### config.mk
export PLATFORM = sky130hd
export DESIGN_NAME = instr_fetch
export DESIGN_NICKNAME = d
export VERILOG_FILES = /design/src/rtl/instr_fetch.sv
export SDC_FILE = /design/constraint.sdc
export NUM_CORES = 1
export LEC_CHECK = 0
export CAP_MARGIN = 20
export CORE_ASPECT_RATIO = 1.2
export CORE_MARGIN = 8
export CORE_UTILIZATION = 60
export DETAILED_ROUTE_END_ITERATION = 7
export PLACE_DENSITY = 0.94
export SLEW_MARGIN = 5
export SYNTH_ARGS = -nofsm -noshare
export SYNTH_HDL_FRONTEND = slang
export SYNTH_SLANG_ARGS = --single-unit
### constraint.sdc
create_clock -name clk -period 4.7 [get_ports clk]
set_clock_uncertainty 0.15 [all_clocks]
set_input_delay 0.94 -clock clk [delete_from_list [all_inputs] [get_ports clk]]
set_output_delay 0.94 -clock clk [all_outputs]
set_load 0.05 [all_outputs]
### src/rtl/instr_fetch.sv
// Instruction fetch/issue stage: small writable program memory, PC and a
// registered valid/ready output slot. JUMP and HALT are resolved here and never issued.
module instr_fetch #(
    parameter int unsigned PC_W    = 4,
    parameter int unsigned INSTR_W = 8,
    parameter int unsigned CNT_W   = 8
) (
    input  logic               clk,
    input  logic               rst_n,
    input  logic               prog_we,
    input  logic [PC_W-1:0]    prog_addr,
    input  logic [INSTR_W-1:0] prog_data,
    input  logic               start,
    input  logic [PC_W-1:0]    start_pc,
    input  logic               redirect_valid,
    input  logic [PC_W-1:0]    redirect_pc,
    output logic               if_valid,
    input  logic               if_ready,
    output logic [INSTR_W-1:0] if_instr,
    output logic [1:0]         if_opcode,
    output logic [1:0]         if_funct,
    output logic [PC_W-1:0]    if_pc,
    output logic               running,
    output logic               halted,
    output logic [CNT_W-1:0]   issue_cnt
);

    localparam int unsigned DEPTH = 1 << PC_W;

    typedef enum logic [1:0] {StIdle, StRun, StHalt} state_e;

    state_e              r_state, w_state_d;
    logic [PC_W-1:0]     r_pc, w_pc_d;
    logic                r_valid, w_valid_d;
    logic [INSTR_W-1:0]  r_instr, w_instr_d;
    logic [PC_W-1:0]     r_if_pc, w_if_pc_d;
    logic [CNT_W-1:0]    r_cnt, w_cnt_d;
    logic                r_running, r_halted;
    logic [INSTR_W-1:0]  r_mem [DEPTH];

    logic [INSTR_W-1:0]  w_word;
    logic [1:0]          w_op, w_fn;
    logic                w_xfer, w_free, w_flush;

    assign w_word  = r_mem[r_pc];
    assign w_op    = w_word[INSTR_W-1 -: 2];
    assign w_fn    = w_word[INSTR_W-3 -: 2];
    assign w_xfer  = r_valid && if_ready;
    assign w_free  = !r_valid || if_ready;
    // A redirect in RUN discards the slot, so a same-cycle accept does not count.
    assign w_flush = (r_state == StRun) && redirect_valid;

    // Program memory write port; locked out while running.
    always_ff @(posedge clk) begin
        if (prog_we && (r_state != StRun)) begin
            r_mem[prog_addr] <= prog_data;
        end
    end

    // Next-state, fetch/issue and counter logic.
    always_comb begin
        w_state_d = r_state;
        w_pc_d    = r_pc;
        w_valid_d = r_valid;
        w_instr_d = r_instr;
        w_if_pc_d = r_if_pc;
        w_cnt_d   = r_cnt;

        if (w_xfer) begin
            w_valid_d = 1'b0;
            if (!w_flush && (r_cnt != {CNT_W{1'b1}})) begin
                w_cnt_d = r_cnt + CNT_W'(1);
            end
        end

        unique case (r_state)
            StIdle, StHalt: begin
                if (start) begin
                    w_pc_d    = start_pc;
                    w_valid_d = 1'b0;
                    w_state_d = StRun;
                end
            end
            StRun: begin
                if (redirect_valid) begin
                    w_pc_d    = redirect_pc;
                    w_valid_d = 1'b0;
                end else if (w_free) begin
                    if (w_op == 2'b11) begin
                        w_valid_d = 1'b0;
                        w_state_d = StHalt;
                    end else if (w_op == 2'b10 && w_fn == 2'b11) begin
                        w_pc_d    = w_word[PC_W-1:0];
                        w_valid_d = 1'b0;
                    end else begin
                        w_instr_d = w_word;
                        w_if_pc_d = r_pc;
                        w_valid_d = 1'b1;
                        w_pc_d    = r_pc + PC_W'(1);
                    end
                end
            end
            default: w_state_d = StIdle;
        endcase
    end

    // State register with synchronous active-low reset.
    always_ff @(posedge clk) begin
        if (!rst_n) begin
            r_state   <= StIdle;
            r_pc      <= '0;
            r_valid   <= 1'b0;
            r_instr   <= '0;
            r_if_pc   <= '0;
            r_cnt     <= '0;
            r_running <= 1'b0;
            r_halted  <= 1'b0;
        end else begin
            r_state   <= w_state_d;
            r_pc      <= w_pc_d;
            r_valid   <= w_valid_d;
            r_instr   <= w_instr_d;
            r_if_pc   <= w_if_pc_d;
            r_cnt     <= w_cnt_d;
            r_running <= (w_state_d == StRun);
            r_halted  <= (w_state_d == StHalt);
        end
    end

    assign if_valid  = r_valid;
    assign if_instr  = r_instr;
    assign if_opcode = r_instr[INSTR_W-1 -: 2];
    assign if_funct  = r_instr[INSTR_W-3 -: 2];
    assign if_pc     = r_if_pc;
    assign running   = r_running;
    assign halted    = r_halted;
    assign issue_cnt = r_cnt;

endmodule

==> results.yml <==
grt:
  grt_max_degree: 28
  antenna_found_initial: 0
  track_usage: 0.215
  gr-total-overflow: 0
  grt_pass1_vias: 3866
  grt_pass1_wl_um: 22900
routing:
  highest_layer: "met4"
  met1_length_um: 5340
  dr.pass1.iters: 4
  vias: 3752
  wl_met2_um: 7800
  drcViolationCount: 0
  postRouteAntennaNets: 0
  wl_per_cell_um: 25.0
  viasPerCell: 6.37
  routed_wl_um: 14800
  detail_route.iter0.violations: 239
  wl_met3_um: 1100
cts:
  cts_resized: 0
  cts_tree: "done"
  htree_num_levels: 4
  postCtsSetupBuffers: 0
  cts_hold_buffers: 0
  clock-sinks: 161
  root_buffer: "clkbuf_16"
  cts_buffers: 17
  worstSkewPairLatency_ns: 0.42
  ctsLongestPathBuffers: 2
  path_clk_slew_ns: 0.06
placed_design:
  port_buffers: 52
  dpl.hpwl_um: 8930
  gp_congestion: 0.894
  pre_cts_ws_ns: 1.28
setup_path:
  crit_chain: "mux4_1 > a22oi_1 > nand3_1 > and4b_1 > mux2_4 > a311oi_1"
  r2r_end: "r_pc[3]$_SDFFE_PN0P_"
  r2r_slack_ns: 1.39
  path_delay_family: "multiplexers"
  worstSetupEndpointType: "flip-flop"
  cp.arrival_ns: 3.45
  crit_slowest_cell: "dfxtp_2"
  cp-start-kind: "flip-flop"
  worst-r2r-cell-count: 6
  crit_type: "reg2reg"
  worst-path-buf-inv: 0
  path_max_fanout: 17
  cpPeakStageDelay_ns: 0.68
  required_ns: 4.84
timing:
  worst_slack_ns: 1.39
  slew_headroom: 0.337
  fin_crit_sh: 0.704
  period_needed_ns: 3.31
  max_slew.worst_pin.slew_ns: 0.991
  rsz0062_at_grt: "no"
  drv_slew: 0
  hold_viol_final: 0
  tns_ns: 0
  timing.fmax_ghz: 0.302
  setup_viol: 0
yosys:
  synth_common_cells: "edfxtp_1 (128), nand2_1 (47), dfxtp_1 (33), mux4_2 (29), nor2_1 (26)"
  yosysTopAreaCellShare: 0.591
  syn_area_um2: 6510
  synth_area_leaders: "edfxtp_1 (59%), dfxtp_1 (10%), mux4_2 (10%)"
  postSynthCellCount: 395
  ys_ff_latch: 161
  ys_seq_area_frac: 0.692
  syn_area_per_cell_um2: 16.5
  yosysMostFrequentCell: "edfxtp_1"
  synth_edf_count: 128
  synth_cell_types: 44
  synth_top_area_cell: "edfxtp_1"
  yosysWarnings: 0
  ys_async_sr_fraction: 0
  syn_nets: 423
  synth_ff_type: "edfxtp_1"
die:
  die_w_um: 111
  placementRows: 41
  die-area_um2: 14400
  coreArea_um2: 10600
  die_h_um: 130
  start_util: 0.616
  ios: 53
final_layout:
  nFillCells: 617
  layout-drive-gt1-share: 0.152
  final_nets: 477
  syn_to_final_growth_pct: 17.8
  diodes: 0
worst_hold_path:
  hold_path_end: "if_instr[3]$_SDFFE_PN0P_"
  hold_class: "reg2reg"
  holdPathStages: 2
  hp-start: "if_instr[3]$_SDFFE_PN0P_"
flow_run:
  max_cap_viol_count: 0
power_and_ir_drop:
  ir_drop_mv: 0.305
  p_clk_frac: 0.397
  pwr-share-comb: 0.122
  intPower_uw: 2580
  p_switching_uw: 802
  p_leak_uw: 0.00252
  pwr-share-seq: 0.481
  swShare: 0.237
  power-per-cell-area_nw_per_um2: 441
status:
  status: "finished clean"
-- state kept, by name (all words and copies together), names as in the netlist, named ones only --
register,flops
if_valid,1
if_pc,4
r_state,2
r_pc,4
issue_cnt,8
if_instr,8
r_mem,128
halted,1
running,1
-- through the flow --
stage	instances	hold WS, ns	utilization	power, uW	cell area, um^2
floorplan	395	0.314	-	1930	6510
global placement	559	0.297	0.671	2040	7090
detailed placement	559	0.306	0.671	2050	7090
CTS	589	0.314	0.725	3390	7660
global route	589	0.348	0.725	3480	7670
finish	589	0.310	0.725	3380	7670
-- logic make-up (layout without fill, tap and decap cells) --
group	count (synthesis)	count (layout)	share of synthesized area
xor+xnor	7	7	0.00942
mux	51	51	0.153
fa+ha+maj	2	2	0.00384
compound gates	31	31	0.0350
flops	161	161	0.692
buf+inv	25	90	0.0229
simple gates	118	118	0.0834
-- area by class of cell --
cell class              count  area (um^2)  share of cell area
flip-flops and latches    161         4510               0.588
multi-input cells         209         1860               0.243
repair buffers             57          558              0.0728
clock buffers              18          429              0.0560
well taps                 129          161              0.0211
clock inverters            12          141              0.0184
inverters                   3         11.3             0.00147
-- worst max path at each step --
| stage | startpoint | endpoint | cells past startpoint |
|---|---|---|---|
| finish | flip-flop | r_pc[3]$_SDFFE_PN0P_ | 6 |
| global route | flip-flop | r_pc[1]$_SDFFE_PN0P_ | 6 |
| CTS | flip-flop | flip-flop | 6 |
| detailed placement | prog_we | r_mem[0][0]$_DFFE_PP_ | 4 |
| global placement | prog_we | r_mem[0][1]$_DFFE_PP_ | 4 |
| floorplan | flip-flop | flip-flop | 8 |
-- power by group through the flow --
| stage | combinational [uW] | sequential, uW | clock (uW) |
|---|---|---|---|
| after floorplan | 284 | 1650 | 0 |
| final | 412 | 1630 | 1340 |
| after global routing | 437 | 1630 | 1420 |
| after detailed placement | 398 | 1650 | 0 |
| after global placement | 387 | 1650 | 0 |
| after CTS | 411 | 1630 | 1350 |
-- layer usage --
| metal | up-vias | global-route usage |
|---|---|---|
| met5 | - | 0 |
| met4 | 0 | 0.0958 |
| met3 | 39 | 0.0643 |
| met2 | 208 | 0.381 |
| met1 | 1855 | 0.235 |
| li1 | 1650 | - |
-- worst reg2reg max path: stages (launching register included) --
cell,delay (ns)
dfxtp_2,0.68
mux4_1,0.66
a22oi_1,0.23
nand3_1,0.29
and4b_1,0.50
mux2_4,0.33
a311oi_1,0.35
-- layout by cell type, fill, tap and decap left out, types with 7 or more instances in the layout --
| cell type | Yosys | layout |
|---|---|---|
| nand2_1 | 47 | 47 |
| mux2i_1 | 13 | 13 |
| a21oi_1 | 7 | 7 |
| mux4_2 | 29 | 29 |
| edfxtp_1 | 128 | 128 |
| mux4_1 | 7 | 7 |
| nor2_1 | 26 | 26 |
| clkbuf_16 | 0 | 17 |
| clkdlybuf4s50_1 | 0 | 52 |
| nand3_1 | 11 | 11 |
| dfxtp_1 | 33 | 32 |
| nor3_1 | 8 | 7 |
Note: power is estimated with default switching activity, not from simulation.
